==> config.mk <==
export PLATFORM = sky130hd
export DESIGN_NAME = input_cond_flat
export DESIGN_NICKNAME = d
export VERILOG_FILES = /design/src/rtl/input_cond_pkg.sv /design/src/rtl/input_cond_if.sv /design/src/rtl/input_cond_chan.sv /design/src/rtl/input_cond_chk.sv /design/src/rtl/input_cond.sv /design/src/flat_wrapper.sv
export SDC_FILE = /design/constraint.sdc
export NUM_CORES = 1
export LEC_CHECK = 0
export CORE_MARGIN = 1
export CORE_UTILIZATION = 45
export DETAILED_ROUTE_END_ITERATION = 10
export PLACE_DENSITY = 0.8
export SETUP_SLACK_MARGIN = 0.02
export SLEW_MARGIN = 20
export SYNTH_ARGS = -nofsm -noshare
export SYNTH_HDL_FRONTEND = slang
export SYNTH_SLANG_ARGS = --single-unit
==> constraint.sdc <==
create_clock -name clk -period 2.52 [get_ports clk]
set_input_delay 0.504 -clock clk [delete_from_list [all_inputs] [get_ports clk]]
set_output_delay 0.504 -clock clk [all_outputs]
set_load 0.01 [all_outputs]
==> src/rtl/input_cond_pkg.sv <==
// Shared constants and sizing/parameter-check helpers for the input_cond block.
package input_cond_pkg;

  localparam int SYNC_STAGES_MIN = 2;

  // Counter width for values 0..n-1, never below one bit.
  function automatic int clog2(input int n);
    int r;
    r = 0;
    while ((r < 31) && ((32'sd1 << r) < n)) begin
      r = r + 1;
    end
    if (r < 1) begin
      r = 1;
    end
    return r;
  endfunction

  function automatic bit params_ok(input int width, input int sync_stages, input int db_cycles);
    return (width >= 1) && (sync_stages >= SYNC_STAGES_MIN) && (db_cycles >= 1);
  endfunction

endpackage

==> src/rtl/input_cond_if.sv <==
// Pin-side bundle of input_cond: raw inputs in, conditioned level/pulses/valid out.
interface input_cond_if #(
  parameter int WIDTH = 4
);
  logic [WIDTH-1:0] in;
  logic [WIDTH-1:0] level;
  logic [WIDTH-1:0] rise;
  logic [WIDTH-1:0] fall;
  logic             valid;

  modport master (output in, input level, rise, fall, valid);
  modport slave  (input in, output level, rise, fall, valid);
endinterface

==> src/rtl/input_cond_chan.sv <==
// One conditioned channel: synchroniser, optional debounce counter, level and edge pulses.
// Debounce is built only when INPUT_COND_DEBOUNCE_EN is defined.
module input_cond_chan
  import input_cond_pkg::*;
#(
  parameter int   SYNC_STAGES = 2,
`ifdef INPUT_COND_DEBOUNCE_EN
  parameter int   DB_CYCLES   = 16,
`endif
  parameter logic RESET_LEVEL = 1'b0
) (
  input  logic clk,
  input  logic reset_n,
  input  logic arm_i,
  input  logic in_i,
  output logic level_o,
  output logic rise_o,
  output logic fall_o
);

  logic [SYNC_STAGES-1:0] sync_q, sync_d;
  logic                   level_q, level_d;
  logic                   rise_q, rise_d;
  logic                   fall_q, fall_d;
  logic                   s_s;

`ifdef INPUT_COND_DEBOUNCE_EN
  localparam int CNT_W = clog2(DB_CYCLES);
  localparam logic [CNT_W-1:0] CNT_LAST = CNT_W'(DB_CYCLES - 1);
  logic [CNT_W-1:0] cnt_q, cnt_d;
`endif

  assign s_s = sync_q[SYNC_STAGES-1];

  // Until armed, level tracks the synchroniser so it starts from the real pin state.
  always_comb begin
    sync_d  = {sync_q[SYNC_STAGES-2:0], in_i};
    level_d = level_q;
    rise_d  = 1'b0;
    fall_d  = 1'b0;
`ifdef INPUT_COND_DEBOUNCE_EN
    cnt_d   = {CNT_W{1'b0}};
`endif
    if (!arm_i) begin
      level_d = s_s;
    end else begin
`ifdef INPUT_COND_DEBOUNCE_EN
      if (s_s == level_q) begin
        cnt_d = {CNT_W{1'b0}};
      end else if (cnt_q == CNT_LAST) begin
        level_d = s_s;
        rise_d  = s_s;
        fall_d  = ~s_s;
      end else begin
        cnt_d = cnt_q + {{(CNT_W-1){1'b0}}, 1'b1};
      end
`else
      level_d = s_s;
      rise_d  = s_s & ~level_q;
      fall_d  = ~s_s & level_q;
`endif
    end
  end

  // Channel state registers.
  always_ff @(posedge clk or negedge reset_n) begin
    if (!reset_n) begin
      sync_q  <= {SYNC_STAGES{RESET_LEVEL}};
      level_q <= RESET_LEVEL;
      rise_q  <= 1'b0;
      fall_q  <= 1'b0;
`ifdef INPUT_COND_DEBOUNCE_EN
      cnt_q   <= {CNT_W{1'b0}};
`endif
    end else begin
      sync_q  <= sync_d;
      level_q <= level_d;
      rise_q  <= rise_d;
      fall_q  <= fall_d;
`ifdef INPUT_COND_DEBOUNCE_EN
      cnt_q   <= cnt_d;
`endif
    end
  end

  assign level_o = level_q;
  assign rise_o  = rise_q;
  assign fall_o  = fall_q;

endmodule

==> src/rtl/input_cond_chk.sv <==
// Runtime checks for input_cond: legal parameters, exclusive rise/fall, no pulses before valid.
module input_cond_chk
  import input_cond_pkg::*;
#(
  parameter int WIDTH       = 4,
  parameter int SYNC_STAGES = 2,
  parameter int DB_CYCLES   = 16
) (
  input logic             clk,
  input logic             reset_n,
  input logic [WIDTH-1:0] rise_i,
  input logic [WIDTH-1:0] fall_i,
  input logic             valid_i
);

  // Sampled once per cycle while out of reset.
  always @(posedge clk) begin
    if (reset_n) begin
      assert (params_ok(WIDTH, SYNC_STAGES, DB_CYCLES));
      assert ((rise_i & fall_i) == {WIDTH{1'b0}});
      assert (valid_i || ((rise_i | fall_i) == {WIDTH{1'b0}}));
    end
  end

endmodule

==> src/rtl/input_cond.sv <==
// Multi-channel input conditioner: WIDTH independent channels sharing one init window / valid.
// Debounce filtering is enabled by defining INPUT_COND_DEBOUNCE_EN.
module input_cond
  import input_cond_pkg::*;
#(
  parameter int               WIDTH       = 4,
  parameter int               SYNC_STAGES = 2,
  parameter int               DB_CYCLES   = 16,
  parameter logic [WIDTH-1:0] RESET_LEVEL = {WIDTH{1'b0}}
) (
  input logic         clk,
  input logic         reset_n,
  input_cond_if.slave bus
);

  localparam int INIT_W = clog2(SYNC_STAGES + 1);
  localparam logic [INIT_W-1:0] INIT_LAST = INIT_W'(SYNC_STAGES);

  logic [INIT_W-1:0] init_q, init_d;
  logic              valid_q, valid_d;
  logic [WIDTH-1:0]  level_s, rise_s, fall_s;

  // Init window spans SYNC_STAGES+1 edges so the synchroniser holds real pin data before arming.
  always_comb begin
    init_d  = init_q;
    valid_d = valid_q;
    if (!valid_q) begin
      if (init_q == INIT_LAST) begin
        valid_d = 1'b1;
        init_d  = {INIT_W{1'b0}};
      end else begin
        init_d = init_q + {{(INIT_W-1){1'b0}}, 1'b1};
      end
    end else begin
      init_d = init_q;
    end
  end

  // Init counter and sticky valid.
  always_ff @(posedge clk or negedge reset_n) begin
    if (!reset_n) begin
      init_q  <= {INIT_W{1'b0}};
      valid_q <= 1'b0;
    end else begin
      init_q  <= init_d;
      valid_q <= valid_d;
    end
  end

  for (genvar i = 0; i < WIDTH; i++) begin : g_chan
    input_cond_chan #(
      .SYNC_STAGES (SYNC_STAGES),
`ifdef INPUT_COND_DEBOUNCE_EN
      .DB_CYCLES   (DB_CYCLES),
`endif
      .RESET_LEVEL (RESET_LEVEL[i])
    ) u_chan (
      .clk     (clk),
      .reset_n (reset_n),
      .arm_i   (valid_q),
      .in_i    (bus.in[i]),
      .level_o (level_s[i]),
      .rise_o  (rise_s[i]),
      .fall_o  (fall_s[i])
    );
  end

  assign bus.level = level_s;
  assign bus.rise  = rise_s;
  assign bus.fall  = fall_s;
  assign bus.valid = valid_q;

  input_cond_chk #(
    .WIDTH       (WIDTH),
    .SYNC_STAGES (SYNC_STAGES),
    .DB_CYCLES   (DB_CYCLES)
  ) u_chk (
    .clk     (clk),
    .reset_n (reset_n),
    .rise_i  (rise_s),
    .fall_i  (fall_s),
    .valid_i (valid_q)
  );

endmodule

==> src/flat_wrapper.sv <==
// flat-port wrapper written by rule: the top's interface ports become plain ports
module input_cond_flat import input_cond_pkg::*;
#(
  parameter int               WIDTH       = 4,
  parameter int               SYNC_STAGES = 2,
  parameter int               DB_CYCLES   = 16,
  parameter logic [WIDTH-1:0] RESET_LEVEL = {WIDTH{1'b0}}
)
  (clk, reset_n, bus_in, bus_level, bus_rise, bus_fall, bus_valid);
  input_cond_if #(.WIDTH(WIDTH)) bus_i ();
  input logic clk;
  input logic reset_n;
  input wire logic [$bits(bus_i.in)-1:0] bus_in;
  output wire logic [$bits(bus_i.level)-1:0] bus_level;
  output wire logic [$bits(bus_i.rise)-1:0] bus_rise;
  output wire logic [$bits(bus_i.fall)-1:0] bus_fall;
  output wire logic [$bits(bus_i.valid)-1:0] bus_valid;
  assign bus_i.in = bus_in;
  assign bus_level = bus_i.level;
  assign bus_rise = bus_i.rise;
  assign bus_fall = bus_i.fall;
  assign bus_valid = bus_i.valid;
  input_cond #(.WIDTH(WIDTH), .SYNC_STAGES(SYNC_STAGES), .DB_CYCLES(DB_CYCLES), .RESET_LEVEL(RESET_LEVEL)) u_core (.clk(clk), .reset_n(reset_n), .bus(bus_i));
endmodule
Word level (Yosys, flattened, before mapping)
Index checks and enable logic that the tools add are counted.
Widths: inputs -> output; s select.
- add/sub/neg operators: 1
- multipliers: 0
- div/mod/pow operators: 0
- order comparisons: 0
- equality and inequality tests: 1
- shift operators: 0
- mux-type cells: 11
- bitwise logic cells: 16
- reduce and logical (&&, ||, !) cells: 0
- operators by type and width (cell ; number):
    $mux 1 ; 10
    $and 1x1->1 ; 8
    $not 1->1 ; 8
    $add 2x1->2 const B ; 1
    $eq 2x2->1 const B ; 1
    $mux 2 ; 1
- register bits after elaboration: 23
- latch bits: 0
- bits in writable memories: 0
- bits in read-only memories: 0
- input port bits: 6
- output and inout bits: 13
- word-level logic and storage cells: 47
- memories kept: 0

Depth between registers and ports, before layout
Gate-level depths: netlist of run 1.
- word-level depth: 3
- mapped depth: 3
- depth with buffers taken out: 2

Hierarchy
A second synthesis of run 1 with hierarchy kept.
- cells, all modules: 38
- area total of the unflattened synthesis: 693.2 um^2
- by module, submodules not included (module ; instances ; cells an instance ; area each (um^2) ; seq. area each (um^2)):
    input_cond_chan ; 4 ; 7 ; 142.6 ; 125.1
    input_cond ; 1 ; 10 ; 122.6 ; 75.1

Least setup slack after synthesis of run 1
No wires, ideal clock.
- kind: reg2out
- start: reg u_core.g_chan[1].u_chan.level_q
- end: out bus_level[1]
- data arrival time: 497 ps
- required time: 2016 ps
- setup slack: 1519 ps
- stages on the path, launching flop included: 2
- path buffers: 1
- path through: dfrtp_1 buf_4
- RTL lines (what ; RTL line ; source):
    start: declaration ; input_cond_chan.sv:22 ; logic level_q, level_d;
    start signal: assignment ; input_cond_chan.sv:77 ; level_q <= level_d;
    end: declaration ; flat_wrapper.sv:14 ; output wire logic [$bits(bus_i.level)-1:0] bus_level;
No word-level cell between the ends.

Worst setup path after layout of run 1
- start: reg u_core.valid_q, in the netlist u_core.bus.valid
- end: out bus_valid
- RTL lines (what ; RTL line ; source):
    start: declaration ; input_cond.sv:20 ; logic valid_q, valid_d;
    start signal: assignment ; input_cond.sv:46 ; valid_q <= valid_d;
    end: declaration ; flat_wrapper.sv:17 ; output wire logic [$bits(bus_i.valid)-1:0] bus_valid;
No word-level cell between the ends.

==> metrics.md, run 1 <==
| Metric | Value |
|---|---|
| First-pass GRT wire length | 1511 microns |
| Core Footprint | 1577 sq um |
| Num ports | 19 |
| Failing checks | DRC |
| Total track usage | 11.22% |
| Via/cell ratio | 4.840 |
| Hold-fix buffers, CTS | 0 |
| Die H | 43.79 microns |
| P&R area growth vs syn | 16.88% |
| Initial core utilization | 49.84% |
| # fillers | 124 |
| Critical path's slowest cell | clkdlybuf4s50_1 |
| Avg Cell Area, Syn | 14.29 sq um |
| Clock latency on the worst-skew pair | 0.29 ns |
| Clock slew at reported path FFs | 0.11 ns |
| RSZ-0062 raised after global routing | false |
| Register area share after synthesis | 73.25% |
| Syn_nets | 61 |
| Crit path time final | 1.986 ns |
| Max_slew headroom | 75.21% |
| Worst R2R End | u_core.init_q[0] |
| Max VDD drop | 0.3870 mV |
| Slowest stage delay, CP | 0.61 ns |
| Crit-path cells | clkdlybuf4s50_1 |
| Slew Limit Fails | 0 |
| FP Rows | 14 |
| Worst hold slack | 0.3594 ns |
| Post-synth cell types | 12 |
| GR Overflow Total | 0 |
| Resize count post-CTS | 0 |
| R2R setup slack | 1.54 ns |
| Drt first pass iters | 6 |
| HP Start | u_core.g_chan[3].u_chan.sync_q[0] |
| Final hold vios | 0 |
| Pin slew with the least headroom to its limit | 0.3718 ns |
| Type of the worst setup path | reg2out |
| CP Launch Type | register |
| Reg2reg start | u_core.bus.valid |
| Pwr/cell area | 645.8 nW/um^2 |
| DR vias | 392 |
| Fin nets | 72 |
| DIE AREA | 1917 sq um |
| Synth Warn # | 0 |
| FF+latch count, synth | 23 |
| Largest net degree at the start of global routing | 24 |
| Cells after Synth | 55 |
| # DRC | 1 |
| Worst reg-to-reg path cell count | 2 |
| Synthesized area | 785.8 sq um |
| CP bufs+invs | 1 |
| Setup tns final | 0 ns |
| CTS root buf | clkbuf_4 |
| Iter 0 DRT Violations | 1 |
| CTS Buffer Depth | 2 |
| Routed Antenna Nets | 0 |
| Tcrit/Tclk final | 78.83% |
| Skew final | 0.001571 ns |
| Wirelength per Cell | 10.46 microns |
| CP Max Fanout | 14 |
| CTS tree | built |
| CTS Buf Count | 3 |
| Gpl congestion | 0.5963 |
| Share of cells above drive strength 1 | 12.31% |
| Post-DP HPWL | 609.3 microns |
| Crit path capture type | output pin |
| Critical path arrival | 1.48 ns |
| Finish-stage setup viols | 0 |
| Maximum clock frequency | 503.4 MHz |
| Kind of cell adding the most delay to the critical path | buffers and inverters |
| Req. time, crit path | 2.02 ns |
| Status | finished with violations |
| Diodes inserted | 0 |
| Port bufs | 18 |
| Min-Delay Path Class | reg2reg |
| Clock Sinks | 23 |
| Hold Path End | u_core.g_chan[3].u_chan.sync_q[1] |
| Leakage Power | 0.0004346 uW |
| Setup bufs post-CTS | 0 |
| Total wire length | 847 microns |
| H-Tree Depth | 1 |
| Hold Path Stages | 0 |
| Initial antenna violation count | 0 |
| DIE WIDTH | 43.79 microns |
| Max-cap violations | 0 |
| Vias in the first global route | 385 |
| Most frequent cells in the layout | 23 x dfrtp_1, 18 x clkdlybuf4s50_1, 5 x nand2_1 |
| Most common cell after layout, fill and taps aside | dfrtp_1 |
## cells by family after synthesis
logic type / Yosys count / share of synthesized area [%]
buf+inv: 14 / 13.38
flops: 23 / 73.25
simple gates: 15 / 10.51
compound gates: 3 / 2.866
## stage by stage
step | setup slack, ns | util (%) | std cells | area, sq um | total power (uW)
6_report | 0.5336 | 58.25 | 81 | 918.4 | 593.1
4_1_cts | 0.5011 | 58.25 | 81 | 918.4 | 605.0
3_5_place_dp | 0.8531 | 56.59 | 77 | 892.1 | 445.7
3_3_place_gp | 0.8938 | 56.59 | 77 | 892.1 | 444.2
2_1_floorplan | 1.519 | - | 55 | 785.8 | 422.4
5_1_grt | 0.4255 | 58.25 | 81 | 918.4 | 627.1
## synth_stat cells
master	number	area (sq um)
nor3_1	1	5.000
and3b_1	2	17.52
nand2_1	5	18.77
and3b_2	2	20.02
o21ai_0	1	5.000
buf_6	1	11.26
inv_1	1	3.750
nand2b_1	1	6.260
a21o_2	2	17.52
buf_4	12	90.09
dfrtp_1	23	575.6
nor2_1	4	15.01
## report_power, final
part | switching [uW] | internal (uW) | total, uW
clock | 94.4 | 61.6 | 156
combinational | 17.8 | 27.9 | 45.6
sequential | 6.48 | 385 | 391
## worst max-delay path by stage
stage / start / endpoint / slack, ns / depth (start not counted)
CTS: u_core.bus.valid / bus_valid / 0.50 / 1
finish: u_core.bus.valid / bus_valid / 0.53 / 1
global route: u_core.bus.valid / bus_valid / 0.43 / 1
floorplan: u_core.g_chan[1].u_chan.level_o / bus_level[1] / 1.52 / 1
detailed placement: u_core.bus.valid / bus_valid / 0.85 / 1
global placement: u_core.bus.valid / bus_valid / 0.89 / 1
## routing by layer
metal	track usage, %	routed length, microns	vias to the layer above
met4	7.500	6	0
met3	3.750	45	2
li1	-	-	182
met2	16.72	443	13
met1	13.88	351	195
met5	0	0	-
## registers in the layout, indices dropped and copies added, names as in the netlist
| signal | count |
|---|---|
| u_core.init_q | 2 |
| u_core.bus.valid | 1 |
| u_core.g_chan.u_chan.rise_o | 4 |
| u_core.g_chan.u_chan.fall_o | 4 |
| u_core.g_chan.u_chan.level_o | 4 |
| u_core.g_chan.u_chan.sync_q | 8 |
## final cells by class
| type | count | area, sq um | area share [%] |
|---|---|---|---|
| well taps | 16 | 20.02 | 2.180 |
| repair buffers | 19 | 187.7 | 20.44 |
| inverters | 1 | 3.754 | 0.4087 |
| multi-input cells | 18 | 105.1 | 11.44 |
| flip-flops and latches | 23 | 575.6 | 62.67 |
| clock buffers | 4 | 26.28 | 2.861 |
No activity file was read; power rests on OpenSTA's default activity.
==> run 2, diff against run 1 <==
==> constraint.sdc (replaced) <==
create_clock -name clk -period 2.05 [get_ports clk]
set_input_delay 0.41 -clock clk [delete_from_list [all_inputs] [get_ports clk]]
set_output_delay 0.41 -clock clk [all_outputs]
set_load 0.01 [all_outputs]
==> results of run 2 <==
Same layout as run 1 (identical final DEF). Status: finished with violations: DRC.
Main changes from that run: setup slack after placement 0.8531 ns -> 0.4771 ns; setup slack after layout 0.5336 ns -> 0.1576 ns; register-to-register setup slack 1.54 ns -> 1.07 ns; total power 593.1 uW -> 729.0 uW; worst IR drop on VDD 0.3870 mV -> 0.4757 mV
==> run 3, diff against run 2 <==
--- a/config.mk
+++ b/config.mk
@@ -10,7 +10,6 @@
 export DETAILED_ROUTE_END_ITERATION = 10
 export PLACE_DENSITY = 0.8
 export SETUP_SLACK_MARGIN = 0.02
-export SLEW_MARGIN = 20
 export SYNTH_ARGS = -nofsm -noshare
 export SYNTH_HDL_FRONTEND = slang
 export SYNTH_SLANG_ARGS = --single-unit
==> results of run 3 <==
Same layout as run 1 (identical final DEF). Status: finished with violations: DRC.
Main changes from that run: setup slack after placement 0.8531 ns -> 0.4771 ns; setup slack after layout 0.5336 ns -> 0.1576 ns; register-to-register setup slack 1.54 ns -> 1.07 ns; total power 593.1 uW -> 729.0 uW; worst IR drop on VDD 0.3870 mV -> 0.4757 mV
